<file path="src/rtl/lcd_pkg.sv">
// lcd_pkg: state encoding, default bus timing and HD44780 constants shared by the
// LCD reader and writer.
package lcd_pkg;

  typedef enum logic [2:0] {
    RD_IDLE,
    RD_SETUP,
    RD_E_HIGH,
    RD_HOLD,
    RD_RECOVER
  } lcd_rd_state_t;

  localparam int LCD_DATA_W    = 8;
  localparam int LCD_AC_W      = 7;
  localparam int LCD_BF_BIT    = 7;

  localparam int LCD_T_AS      = 2;
  localparam int LCD_T_PW      = 25;
  localparam int LCD_T_H       = 2;
  localparam int LCD_T_REC     = 25;
  localparam int LCD_MAX_POLLS = 1000;

  localparam logic [7:0] LCD_CMD_CLEAR        = 8'h01;
  localparam logic [7:0] LCD_CMD_HOME         = 8'h02;
  localparam logic [7:0] LCD_CMD_ENTRY_MODE   = 8'h04;
  localparam logic [7:0] LCD_CMD_DISPLAY_CTRL = 8'h08;
  localparam logic [7:0] LCD_CMD_SHIFT        = 8'h10;
  localparam logic [7:0] LCD_CMD_FUNCTION_SET = 8'h20;
  localparam logic [7:0] LCD_CMD_SET_CGRAM    = 8'h40;
  localparam logic [7:0] LCD_CMD_SET_DDRAM    = 8'h80;

  function automatic int lcd_max4(input int a, input int b, input int c, input int d);
    int m;
    m = a;
    if (b > m) m = b;
    if (c > m) m = c;
    if (d > m) m = d;
    return m;
  endfunction

endpackage

</file>
<file path="src/rtl/lcd_reader_if.sv">
// lcd_reader_if: request/response handshake between a client and the LCD read engine.
import lcd_pkg::*;

interface lcd_reader_if;
  logic                  req;
  logic                  req_rs;
  logic                  req_poll;
  logic                  ready;
  logic                  rd_valid;
  logic [LCD_DATA_W-1:0] rd_data;
  logic                  busy_flag;
  logic [LCD_AC_W-1:0]   addr_cnt;
  logic                  timeout;

  modport master (
    output req, req_rs, req_poll,
    input  ready, rd_valid, rd_data, busy_flag, addr_cnt, timeout
  );

  modport slave (
    input  req, req_rs, req_poll,
    output ready, rd_valid, rd_data, busy_flag, addr_cnt, timeout
  );
endinterface

</file>
<file path="src/rtl/lcd_bus_sync.sv">
// lcd_bus_sync: two-flop synchroniser for the asynchronous LCD data bus.
import lcd_pkg::*;

module lcd_bus_sync #(
  parameter int W = LCD_DATA_W
) (
  input  logic         clk,
  input  logic         rst,
  input  logic [W-1:0] i_d,
  output logic [W-1:0] o_q
);
  logic [W-1:0] r_meta;
  logic [W-1:0] r_sync;

  always_ff @(posedge clk or posedge rst) begin
    if (rst) begin
      r_meta <= '0;
      r_sync <= '0;
    end else begin
      r_meta <= i_d;
      r_sync <= r_meta;
    end
  end

  assign o_q = r_sync;
endmodule

</file>
<file path="src/rtl/lcd_reader.sv">
// lcd_reader: HD44780 read-cycle engine (RW=1) returning BF/AC or one DDRAM/CGRAM byte.
// Poll mode repeats BF/AC reads until BF clears or the poll budget is spent.
import lcd_pkg::*;

module lcd_reader #(
  parameter int T_AS      = LCD_T_AS,
  parameter int T_PW      = LCD_T_PW,
  parameter int T_H       = LCD_T_H,
  parameter int T_REC     = LCD_T_REC,
  parameter int MAX_POLLS = LCD_MAX_POLLS
) (
  input  logic                  clk,
  input  logic                  rst,
  lcd_reader_if.slave           bus,
  output logic                  o_lcd_rs,
  output logic                  o_lcd_rw,
  output logic                  o_lcd_e,
  output logic                  o_lcd_bus_oe,
  input  logic [LCD_DATA_W-1:0] i_lcd_data_in
);
  localparam int CNT_W  = $clog2(lcd_max4(T_AS, T_PW, T_H, T_REC)) + 1;
  localparam int POLL_W = $clog2(MAX_POLLS + 1);

  localparam logic [CNT_W-1:0]  CNT_AS    = CNT_W'(T_AS - 1);
  localparam logic [CNT_W-1:0]  CNT_PW    = CNT_W'(T_PW - 1);
  localparam logic [CNT_W-1:0]  CNT_H     = CNT_W'(T_H - 1);
  localparam logic [CNT_W-1:0]  CNT_REC   = CNT_W'(T_REC - 1);
  localparam logic [POLL_W-1:0] POLL_LAST = POLL_W'(MAX_POLLS);

  lcd_rd_state_t         r_state, w_state_next;
  logic [CNT_W-1:0]      r_cnt, w_cnt_next;
  logic [POLL_W-1:0]     r_poll_cnt, w_poll_cnt_next;
  logic                  r_poll, w_poll_next;
  logic [LCD_DATA_W-1:0] r_sample, w_sample_next;
  logic                  r_ready, w_ready_next;
  logic                  r_rd_valid, w_rd_valid_next;
  logic [LCD_DATA_W-1:0] r_rd_data, w_rd_data_next;
  logic                  r_bf, w_bf_next;
  logic [LCD_AC_W-1:0]   r_ac, w_ac_next;
  logic                  r_timeout, w_timeout_next;
  logic                  r_rs, w_rs_next;
  logic                  r_rw, w_rw_next;
  logic                  r_e, w_e_next;
  logic                  r_oe, w_oe_next;
  logic [LCD_DATA_W-1:0] w_sync;
  logic                  w_cnt_zero;

  lcd_bus_sync #(.W(LCD_DATA_W)) u_sync (
    .clk (clk),
    .rst (rst),
    .i_d (i_lcd_data_in),
    .o_q (w_sync)
  );

  assign w_cnt_zero = (r_cnt == '0);

  always_ff @(posedge clk or posedge rst) begin
    if (rst) begin
      r_state    <= RD_IDLE;
      r_cnt      <= '0;
      r_poll_cnt <= '0;
      r_poll     <= 1'b0;
      r_sample   <= '0;
      r_ready    <= 1'b1;
      r_rd_valid <= 1'b0;
      r_rd_data  <= '0;
      r_bf       <= 1'b0;
      r_ac       <= '0;
      r_timeout  <= 1'b0;
      r_rs       <= 1'b0;
      r_rw       <= 1'b0;
      r_e        <= 1'b0;
      r_oe       <= 1'b1;
    end else begin
      r_state    <= w_state_next;
      r_cnt      <= w_cnt_next;
      r_poll_cnt <= w_poll_cnt_next;
      r_poll     <= w_poll_next;
      r_sample   <= w_sample_next;
      r_ready    <= w_ready_next;
      r_rd_valid <= w_rd_valid_next;
      r_rd_data  <= w_rd_data_next;
      r_bf       <= w_bf_next;
      r_ac       <= w_ac_next;
      r_timeout  <= w_timeout_next;
      r_rs       <= w_rs_next;
      r_rw       <= w_rw_next;
      r_e        <= w_e_next;
      r_oe       <= w_oe_next;
    end
  end

  // Every output is computed here one cycle ahead so the pins come straight from flops.
  always_comb begin
    w_state_next    = r_state;
    w_cnt_next      = r_cnt;
    w_poll_cnt_next = r_poll_cnt;
    w_poll_next     = r_poll;
    w_sample_next   = r_sample;
    w_ready_next    = r_ready;
    w_rd_valid_next = 1'b0;
    w_rd_data_next  = r_rd_data;
    w_bf_next       = r_bf;
    w_ac_next       = r_ac;
    w_timeout_next  = r_timeout;
    w_rs_next       = r_rs;
    w_rw_next       = r_rw;
    w_e_next        = r_e;
    w_oe_next       = r_oe;

    unique case (r_state)
      RD_IDLE: begin
        if (bus.req) begin
          w_state_next    = RD_SETUP;
          w_cnt_next      = CNT_AS;
          w_poll_cnt_next = '0;
          w_poll_next     = bus.req_poll & ~bus.req_rs;
          w_ready_next    = 1'b0;
          w_timeout_next  = 1'b0;
          w_rs_next       = bus.req_rs;
          w_rw_next       = 1'b1;
          w_oe_next       = 1'b0;
        end
      end
      RD_SETUP: begin
        if (w_cnt_zero) begin
          w_state_next = RD_E_HIGH;
          w_cnt_next   = CNT_PW;
          w_e_next     = 1'b1;
        end else begin
          w_cnt_next = r_cnt - 1'b1;
        end
      end
      RD_E_HIGH: begin
        if (w_cnt_zero) begin
          w_state_next  = RD_HOLD;
          w_cnt_next    = CNT_H;
          w_e_next      = 1'b0;
          w_sample_next = w_sync;
        end else begin
          w_cnt_next = r_cnt - 1'b1;
        end
      end
      RD_HOLD: begin
        if (w_cnt_zero) begin
          w_state_next    = RD_RECOVER;
          w_cnt_next      = CNT_REC;
          w_rd_valid_next = 1'b1;
          w_rd_data_next  = r_sample;
          if (!r_rs) begin
            w_bf_next = r_sample[LCD_BF_BIT];
            w_ac_next = r_sample[LCD_AC_W-1:0];
            if (r_poll_cnt != POLL_LAST) w_poll_cnt_next = r_poll_cnt + 1'b1;
          end
        end else begin
          w_cnt_next = r_cnt - 1'b1;
        end
      end
      RD_RECOVER: begin
        if (!w_cnt_zero) begin
          w_cnt_next = r_cnt - 1'b1;
        end else if (r_poll && r_bf && (r_poll_cnt != POLL_LAST)) begin
          w_state_next = RD_SETUP;
          w_cnt_next   = CNT_AS;
        end else begin
          w_state_next   = RD_IDLE;
          w_timeout_next = r_poll && r_bf;
          w_ready_next   = 1'b1;
          w_rw_next      = 1'b0;
          w_oe_next      = 1'b1;
        end
      end
      default: w_state_next = RD_IDLE;
    endcase
  end

  assign bus.ready     = r_ready;
  assign bus.rd_valid  = r_rd_valid;
  assign bus.rd_data   = r_rd_data;
  assign bus.busy_flag = r_bf;
  assign bus.addr_cnt  = r_ac;
  assign bus.timeout   = r_timeout;
  assign o_lcd_rs      = r_rs;
  assign o_lcd_rw      = r_rw;
  assign o_lcd_e       = r_e;
  assign o_lcd_bus_oe  = r_oe;
endmodule

</file>
<file path="src/flat_wrapper.sv">
// flat-port wrapper written by rule: the top's interface ports become plain ports
module lcd_reader_flat 
#(
  parameter int T_AS      = LCD_T_AS,
  parameter int T_PW      = LCD_T_PW,
  parameter int T_H       = LCD_T_H,
  parameter int T_REC     = LCD_T_REC,
  parameter int MAX_POLLS = LCD_MAX_POLLS
)
  (clk, rst, o_lcd_rs, o_lcd_rw, o_lcd_e, o_lcd_bus_oe, i_lcd_data_in, bus_req, bus_req_rs, bus_req_poll, bus_ready, bus_rd_valid, bus_rd_data, bus_busy_flag, bus_addr_cnt, bus_timeout);
  lcd_reader_if bus_i ();
  input  logic clk;
  input  logic rst;
  output logic o_lcd_rs;
  output logic o_lcd_rw;
  output logic o_lcd_e;
  output logic o_lcd_bus_oe;
  input  logic [LCD_DATA_W-1:0] i_lcd_data_in;
  input wire logic [$bits(bus_i.req)-1:0] bus_req;
  input wire logic [$bits(bus_i.req_rs)-1:0] bus_req_rs;
  input wire logic [$bits(bus_i.req_poll)-1:0] bus_req_poll;
  output wire logic [$bits(bus_i.ready)-1:0] bus_ready;
  output wire logic [$bits(bus_i.rd_valid)-1:0] bus_rd_valid;
  output wire logic [$bits(bus_i.rd_data)-1:0] bus_rd_data;
  output wire logic [$bits(bus_i.busy_flag)-1:0] bus_busy_flag;
  output wire logic [$bits(bus_i.addr_cnt)-1:0] bus_addr_cnt;
  output wire logic [$bits(bus_i.timeout)-1:0] bus_timeout;
  assign bus_i.req = bus_req;
  assign bus_i.req_rs = bus_req_rs;
  assign bus_i.req_poll = bus_req_poll;
  assign bus_ready = bus_i.ready;
  assign bus_rd_valid = bus_i.rd_valid;
  assign bus_rd_data = bus_i.rd_data;
  assign bus_busy_flag = bus_i.busy_flag;
  assign bus_addr_cnt = bus_i.addr_cnt;
  assign bus_timeout = bus_i.timeout;
  lcd_reader #(.T_AS(T_AS), .T_PW(T_PW), .T_H(T_H), .T_REC(T_REC), .MAX_POLLS(MAX_POLLS)) u_core (.clk(clk), .rst(rst), .bus(bus_i), .o_lcd_rs(o_lcd_rs), .o_lcd_rw(o_lcd_rw), .o_lcd_e(o_lcd_e), .o_lcd_bus_oe(o_lcd_bus_oe), .i_lcd_data_in(i_lcd_data_in));
endmodule
</file>
<file path="config.mk">
export PLATFORM = sky130hd
export DESIGN_NAME = lcd_reader_flat
export DESIGN_NICKNAME = d
export VERILOG_FILES = /design/src/rtl/lcd_pkg.sv /design/src/rtl/lcd_reader_if.sv /design/src/rtl/lcd_bus_sync.sv /design/src/rtl/lcd_reader.sv /design/src/flat_wrapper.sv
export SDC_FILE = /design/constraint.sdc
export NUM_CORES = 1
export LEC_CHECK = 0
export ABC_CLOCK_PERIOD_IN_PS = 3200
export CORE_MARGIN = 1.5
export CORE_UTILIZATION = 45
export CTS_CLUSTER_SIZE = 28
export DETAILED_ROUTE_END_ITERATION = 10
export PLACE_DENSITY = 0.78
export SLEW_MARGIN = 15
export SYNTH_ARGS = -nofsm -noshare
export SYNTH_HDL_FRONTEND = slang
export SYNTH_SLANG_ARGS = --single-unit
</file>
<file path="constraint.sdc">
create_clock -name clk -period 3.2 [get_ports clk]
set_input_delay 0.64 -clock clk [delete_from_list [all_inputs] [get_ports clk]]
set_output_delay 0.64 -clock clk [all_outputs]
set_load 0.005 [all_outputs]
</file>
### Word-level counts from Yosys, hierarchy flattened

Index checks and enable logic that the tools add are counted.

| cells by class | value |
|---|---|
| multiply operators | 0 |
| muxes and demuxes | 34 |
| div/mod/pow operators | 0 |
| shift-type cells | 0 |
| bitwise operators | 3 |
| magnitude comparators | 0 |
| eq/ne operators | 14 |
| reduce and logical (&&, ||, !) cells | 18 |
| add/sub/neg operators | 2 |

Operator list:

| kind | count |
|---|---|
| 10-bit 2-to-1 mux | 4 |
| 6-bit 2-to-1 mux | 5 |
| 6-bit one-hot mux with 4 select lines | 1 |
| 10-bit one-hot mux with 2 select lines | 1 |
| 3-bit 2-to-1 mux | 5 |
| 3-bit one-hot mux with 5 select lines | 1 |
| 1-bit 2-to-1 mux | 13 |
| 10-bit by 1-bit adder with 10-bit output (second input constant) | 1 |
| 10-bit != test (second input constant) | 1 |
| 2-bit by 1-bit != test with 1-bit output (second input constant) | 5 |
| 5-bit AND reduction | 2 |
| 3-bit AND reduction | 3 |
| 1-bit one-hot mux with 2 select lines | 4 |
| 3-bit by 2-bit equality test with 1-bit output (second input constant) | 2 |
| 6-bit zero test | 1 |
| 2-bit != test (second input constant) | 3 |
| 2-bit AND reduction | 3 |
| 2-bit nonzero test | 3 |
| 6-bit by 1-bit subtractor with 6-bit output (second input constant) | 1 |
| 4-bit AND reduction | 1 |
| 4-bit nonzero test | 1 |
| 3-bit by 1-bit equality test with 1-bit output (second input constant) | 1 |
| 3-bit equality test (second input constant) | 1 |
| 3-bit zero test | 1 |
| other kinds (5) | 7 |

| storage, ports and cells | value |
|---|---|
| bits in read-only memories | 0 |
| bits in writable memories | 0 |
| word-level logic and storage cells | 87 |
| bits of input ports | 13 |
| latch bits | 0 |
| register bits | 66 |
| output and inout bits | 23 |
| memories kept | 0 |

### Depth between registers and ports, before layout

| depth | value |
|---|---|
| word-level depth | 5 |
| gate-level depth with buffers | 9 |
| gate-level depth less buffers | 7 |

### Cells and area by module

From an unflattened synthesis, not the netlist that was laid out.

| unflattened totals | value |
|---|---|
| cell total of the unflattened synthesis | 254 |
| area, all modules | 2,847.7 µm² |

By module, submodules not included:

| module | instances | sequential area each (µm²) | cells an instance | area each (µm²) |
|---|---|---|---|---|
| lcd_reader | 1 | 1,252.5 | 237 | 2,443.6 |
| lcd_bus_sync | 1 | 400.4 | 17 | 404.1 |

### Worst setup path before layout

No wires, ideal clock.

| timing | value |
|---|---|
| path kind | flip-flop to flip-flop |
| start | reg u_core.r_cnt[3] |
| end | reg u_core.r_ac[0], in the netlist u_core.bus.addr_cnt[0] |
| library setup time | 0.125 ns |
| data required time | 3.075 ns |
| cell stages (with the launch flop) | 7 |
| path buffers | 2 |
| path slack | 1.207 ns |
| arrival time | 1.868 ns |
| path through | dfrtp_1 -> or3_1 -> buf_2 -> or2_1 -> buf_6 -> nor3_4 -> mux2_2 |

| on the way | value |
|---|---|
| cells in the longest elaborated chain, start to end | 2 |

Ends and longest elaborated chain:

| element | RTL line | source |
|---|---|---|
| from (decl) | lcd_reader.sv:31 | `logic [CNT_W-1:0] r_cnt, w_cnt_next;` |
| from (signal assigned) | lcd_reader.sv:76 | `r_cnt <= w_cnt_next;` |
| 6-bit zero test | lcd_reader.sv:55 | `assign w_cnt_zero = (r_cnt == '0);` |
| 3-bit AND reduction (no source line) | - |  |
| to (signal assigned) | lcd_reader.sv:84 | `r_ac <= w_ac_next;` |
| to (decl) | lcd_reader.sv:39 | `logic [LCD_AC_W-1:0] r_ac, w_ac_next;` |

No other way between the ends.
A chain may end at the register's enable or synchronous reset.

### Worst setup path after layout

| timing | value |
|---|---|
| start | reg u_core.r_state[0] |
| end | reg u_core.r_poll_cnt[8] |

| on the way | value |
|---|---|
| cells in the longest elaborated chain, start to end | 3 |

Ends and longest elaborated chain:

| element | RTL line | source |
|---|---|---|
| from (decl) | lcd_reader.sv:30 | `lcd_rd_state_t r_state, w_state_next;` |
| from (signal assigned) | lcd_reader.sv:75 | `r_state <= w_state_next;` |
| 3-bit by 2-bit equality test with 1-bit output / 3-bit zero test (equally long branches) | lcd_reader.sv:111 | `unique case (r_state)` |
| 2-bit != test (no source line), or another cell as far along | - |  |
| 5-bit AND reduction (no source line) | - |  |
| to (signal assigned) | lcd_reader.sv:77 | `r_poll_cnt <= w_poll_cnt_next;` |
| to (decl) | lcd_reader.sv:32 | `logic [POLL_W-1:0] r_poll_cnt, w_poll_cnt_next;` |

Several ways; a longest one is shown, not always the timed one.

==> metrics.txt <==
post-synthesis cell type count 52; post-synthesis instance area 2793 µm²; mean number of vias per cell 5.474; flip-flop and latch area 1653 µm²; number of max-cap violations 0; slowest cell on the critical path dfrtp_1; Max H-tree Level 3; floorplan die area 6687 µm²; CTS tree yes; core footprint approximately 6000 µm²; port buffer count 35; CTS Buf Count 9; top-level port count 36; number of sinks handled by clock tree synthesis 66; buffer levels on the longest clock path 2; slew at the pin closest to its max-slew limit 0.6084 ns; final non-filler cell area 3412 µm²; end of the critical path u_core.r_poll_cnt[8]; commonest register cell after synthesis dfrtp_1; Slew headroom 0.5929; number of cell instances on the worst register-to-register path 6; CP Capture Type flop; Async S/R FF share, synth 1.000; number of max-slew violations in the final report 0; area taken by multi-input logic gates 1059 µm²; logic depth of the worst setup path including buffers 6; wirelength, routed roughly 5200 µm; Final ANT Viol Nets 0; Peak supply drop 0.0003166 V; Worst Skew 0.006912 ns; worst-path cell chain nand3b_1 > nor3_2 > buf_4 > nand4_1 > or3_1 > a21oi_1; height of the chip around 82 µm; highest achievable clock rate 0.4369 GHz; area grow syn2layout 22.18%; worst setup path start u_core.r_state[0]; initial antenna violation count 0; Tightest Hold Check Type reg -> reg; global-route total usage across every layer 0.1797; DRC violation count after routing 0; Worst Hold Margin 0.3499 ns; post-synthesis sequential element count 66; number of global-route vias before repair 1,854; largest stage delay on the critical path between 0.6 and 0.7 ns; status finished, final reports clean; unrepaired setup endpoints after global routing no; number of setup violations in the final report 0; met1 usage in global routing 0.2395; register area share after synthesis 0.5918; number of DRC violations after detailed-routing iteration 0 95; EDFF count, synth 0; horizontal extent of the die roughly 82 µm; weighted congestion at the end of routability-driven global placement about 0.8; total congestion overflow 0; met3 usage in global routing 0.04000; data required time of the worst path 3.46 ns; share of cells above drive strength 1 0.1891; PwrDens about 800 nW/µm²; min Tclk post-route roughly 2.3 ns; Placed Area roughly 3200 µm²; buffers inserted by post-CTS timing repair 0; CTS Hold Buffers Added 0; critical path class reg -> reg; clock latency on the worst-skew pair 0.34 ns; cell type group with the largest total delay on the critical path simple AND/OR/NAND/NOR gates; syn_nets 249; Setup TNS Final 0 ns; Post-layout nets approximately 290; GR Util met2 0.2689; critical path peak fanout 17; fill cell count 535; endpoint of the worst-slack reg-to-reg timing path u_core.r_poll_cnt[8]; Placement Rows 28; Buf+Inv Stages, Crit Path 1; number of cells produced by synthesis 232; DP HPWL 3543 µm; Hold Fails Final Rpt 0; Top Usage Layer GRT met2; Mean Syn Cell Area 12.04 µm²; initial standard-cell utilization of the core 0.4689; Synth warnings 0; worst reg2reg path startpoint u_core.r_state[0]; Clk pin slew, worst setup/hold paths 0.07 ns; Arrival @ worst endpoint between 2 and 3 ns; minimum setup slack among reg-to-reg paths 0.91 ns; startpoint type of the worst setup path flop; count of inserted antenna diode cells 0; number of gates resized after cts 0; Period Utilization, post-route 0.7153; pin count of the biggest net entering global routing 31; total vias in the final route 1,916; routed len/inst 14.96 µm; Root Buffer clkbuf_8; number of iterations in the first detailed-routing pass 5; static leakage 1.496 nW; first-pass GRT wire length ~9000 µm
power by group:
group	internal [mW]	switching, mW
clock	0.433	0.312
combinational	0.322	0.357
sequential	1.02	0.210
area by class of cell:
type | count | share of cell area
clock inverter | 5 | 0.02347
sequential | 66 | 0.4844
timing repair buffer | 38 | 0.1093
clock buffer | 10 | 0.03740
multi-input combinational | 149 | 0.3102
inverter | 7 | 0.007701
tap | 75 | 0.02750
state kept, by name (all words and copies together), names as in the netlist, 3 cells and up:
signal	flops
u_core.r_poll_cnt	10
u_core.bus.rd_data	8
u_core.r_sample	8
u_core.u_sync.o_q	8
u_core.u_sync.r_meta	8
u_core.bus.addr_cnt	7
u_core.r_cnt	6
u_core.r_state	3
how the worst min path moves through the flow:
| stage | startpoint | end | slack (ns) | cells after the start |
|---|---|---|---|---|
| floorplan | u_core.u_sync.r_meta[0] | u_core.u_sync.o_q[0] | 0.33 | 0 |
| global placement | u_core.u_sync.r_meta[0] | u_core.u_sync.o_q[0] | 0.33 | 0 |
| detailed placement | u_core.u_sync.r_meta[4] | u_core.u_sync.o_q[4] | 0.33 | 0 |
| CTS | u_core.u_sync.r_meta[4] | u_core.u_sync.o_q[4] | 0.35 | 0 |
| global route | u_core.u_sync.r_meta[3] | u_core.u_sync.o_q[3] | 0.36 | 0 |
| finish | u_core.u_sync.r_meta[4] | u_core.u_sync.o_q[4] | 0.35 | 0 |
cell families after synthesis:
logic type                 share of synthesized area
and+or+nand+nor                               0.1510
DFF                                           0.5918
AOI/OAI and AO/OA                            0.09050
muxes                                         0.1039
buffers and inverters                        0.02912
xor gates and xnor gates                     0.01568
adders and majority gates                    0.01792
worst reg2reg max path, delay by kind of cell (launching register included):
kind            cells  cell delay, ns
buf+inv             1            0.24
flops               1            0.66
compound gates      1            0.18
simple gates        4            1.14
stage by stage:
step	utilization	instances	total power [mW]	setup slack, ns
after floorplan	-	232	1.711	0.9068
after global placement	0.5380	335	1.882	0.9886
after detailed placement	0.5380	335	1.917	0.9294
after CTS	0.5729	350	2.666	0.9034
after global routing	0.5729	350	2.822	0.7501
final	0.5729	350	2.651	0.9110
cells in the final DEF (no fill, tap or decap), types with 3 or more instances in the layout:
cell type,instances
a21oi_1,7
and2_1,4
buf_4,3
clkbuf_8,9
clkdlybuf4s50_1,35
dfrtp_1,65
ha_1,4
inv_1,6
mux2_2,24
nand2_1,17
nand3_1,7
nand4_1,6
nor2_1,14
nor3_1,4
o21ai_0,12
or3_1,7
xor2_1,4
cells in the mapped netlist, drive strengths merged (2+ instances only):
cell	number	area share
dfrtp	65	0.58
mux2	24	0.097
nand2	18	0.025
nor2	14	0.019
o21ai	12	0.022
a21oi	7	0.013
inv	7	0.0094
nand3	7	0.013
or3	7	0.016
buf	6	0.014
nand4	6	0.013
nor3	6	0.017
and2	4	0.0090
clkbuf	4	0.0054
ha	4	0.018
xor2	4	0.013
o22ai	3	0.0090
a31oi	2	0.0045
mux2i	2	0.0072
nand3b	2	0.0054
nor4	2	0.0067
nor4bb	2	0.0072
o22a	2	0.0063
o31ai	2	0.0054
routing by layer:
metal / share of wire / wire length [µm] / vias to the layer above
li1: - / - / 903
met1: 0.46 / 2388 / 954
met2: 0.48 / 2535 / 43
met3: 0.035 / 184 / 16
met4: 0.025 / 129 / 0
met5: 0 / 0 / -
Power figures use the tool's default switching activity.
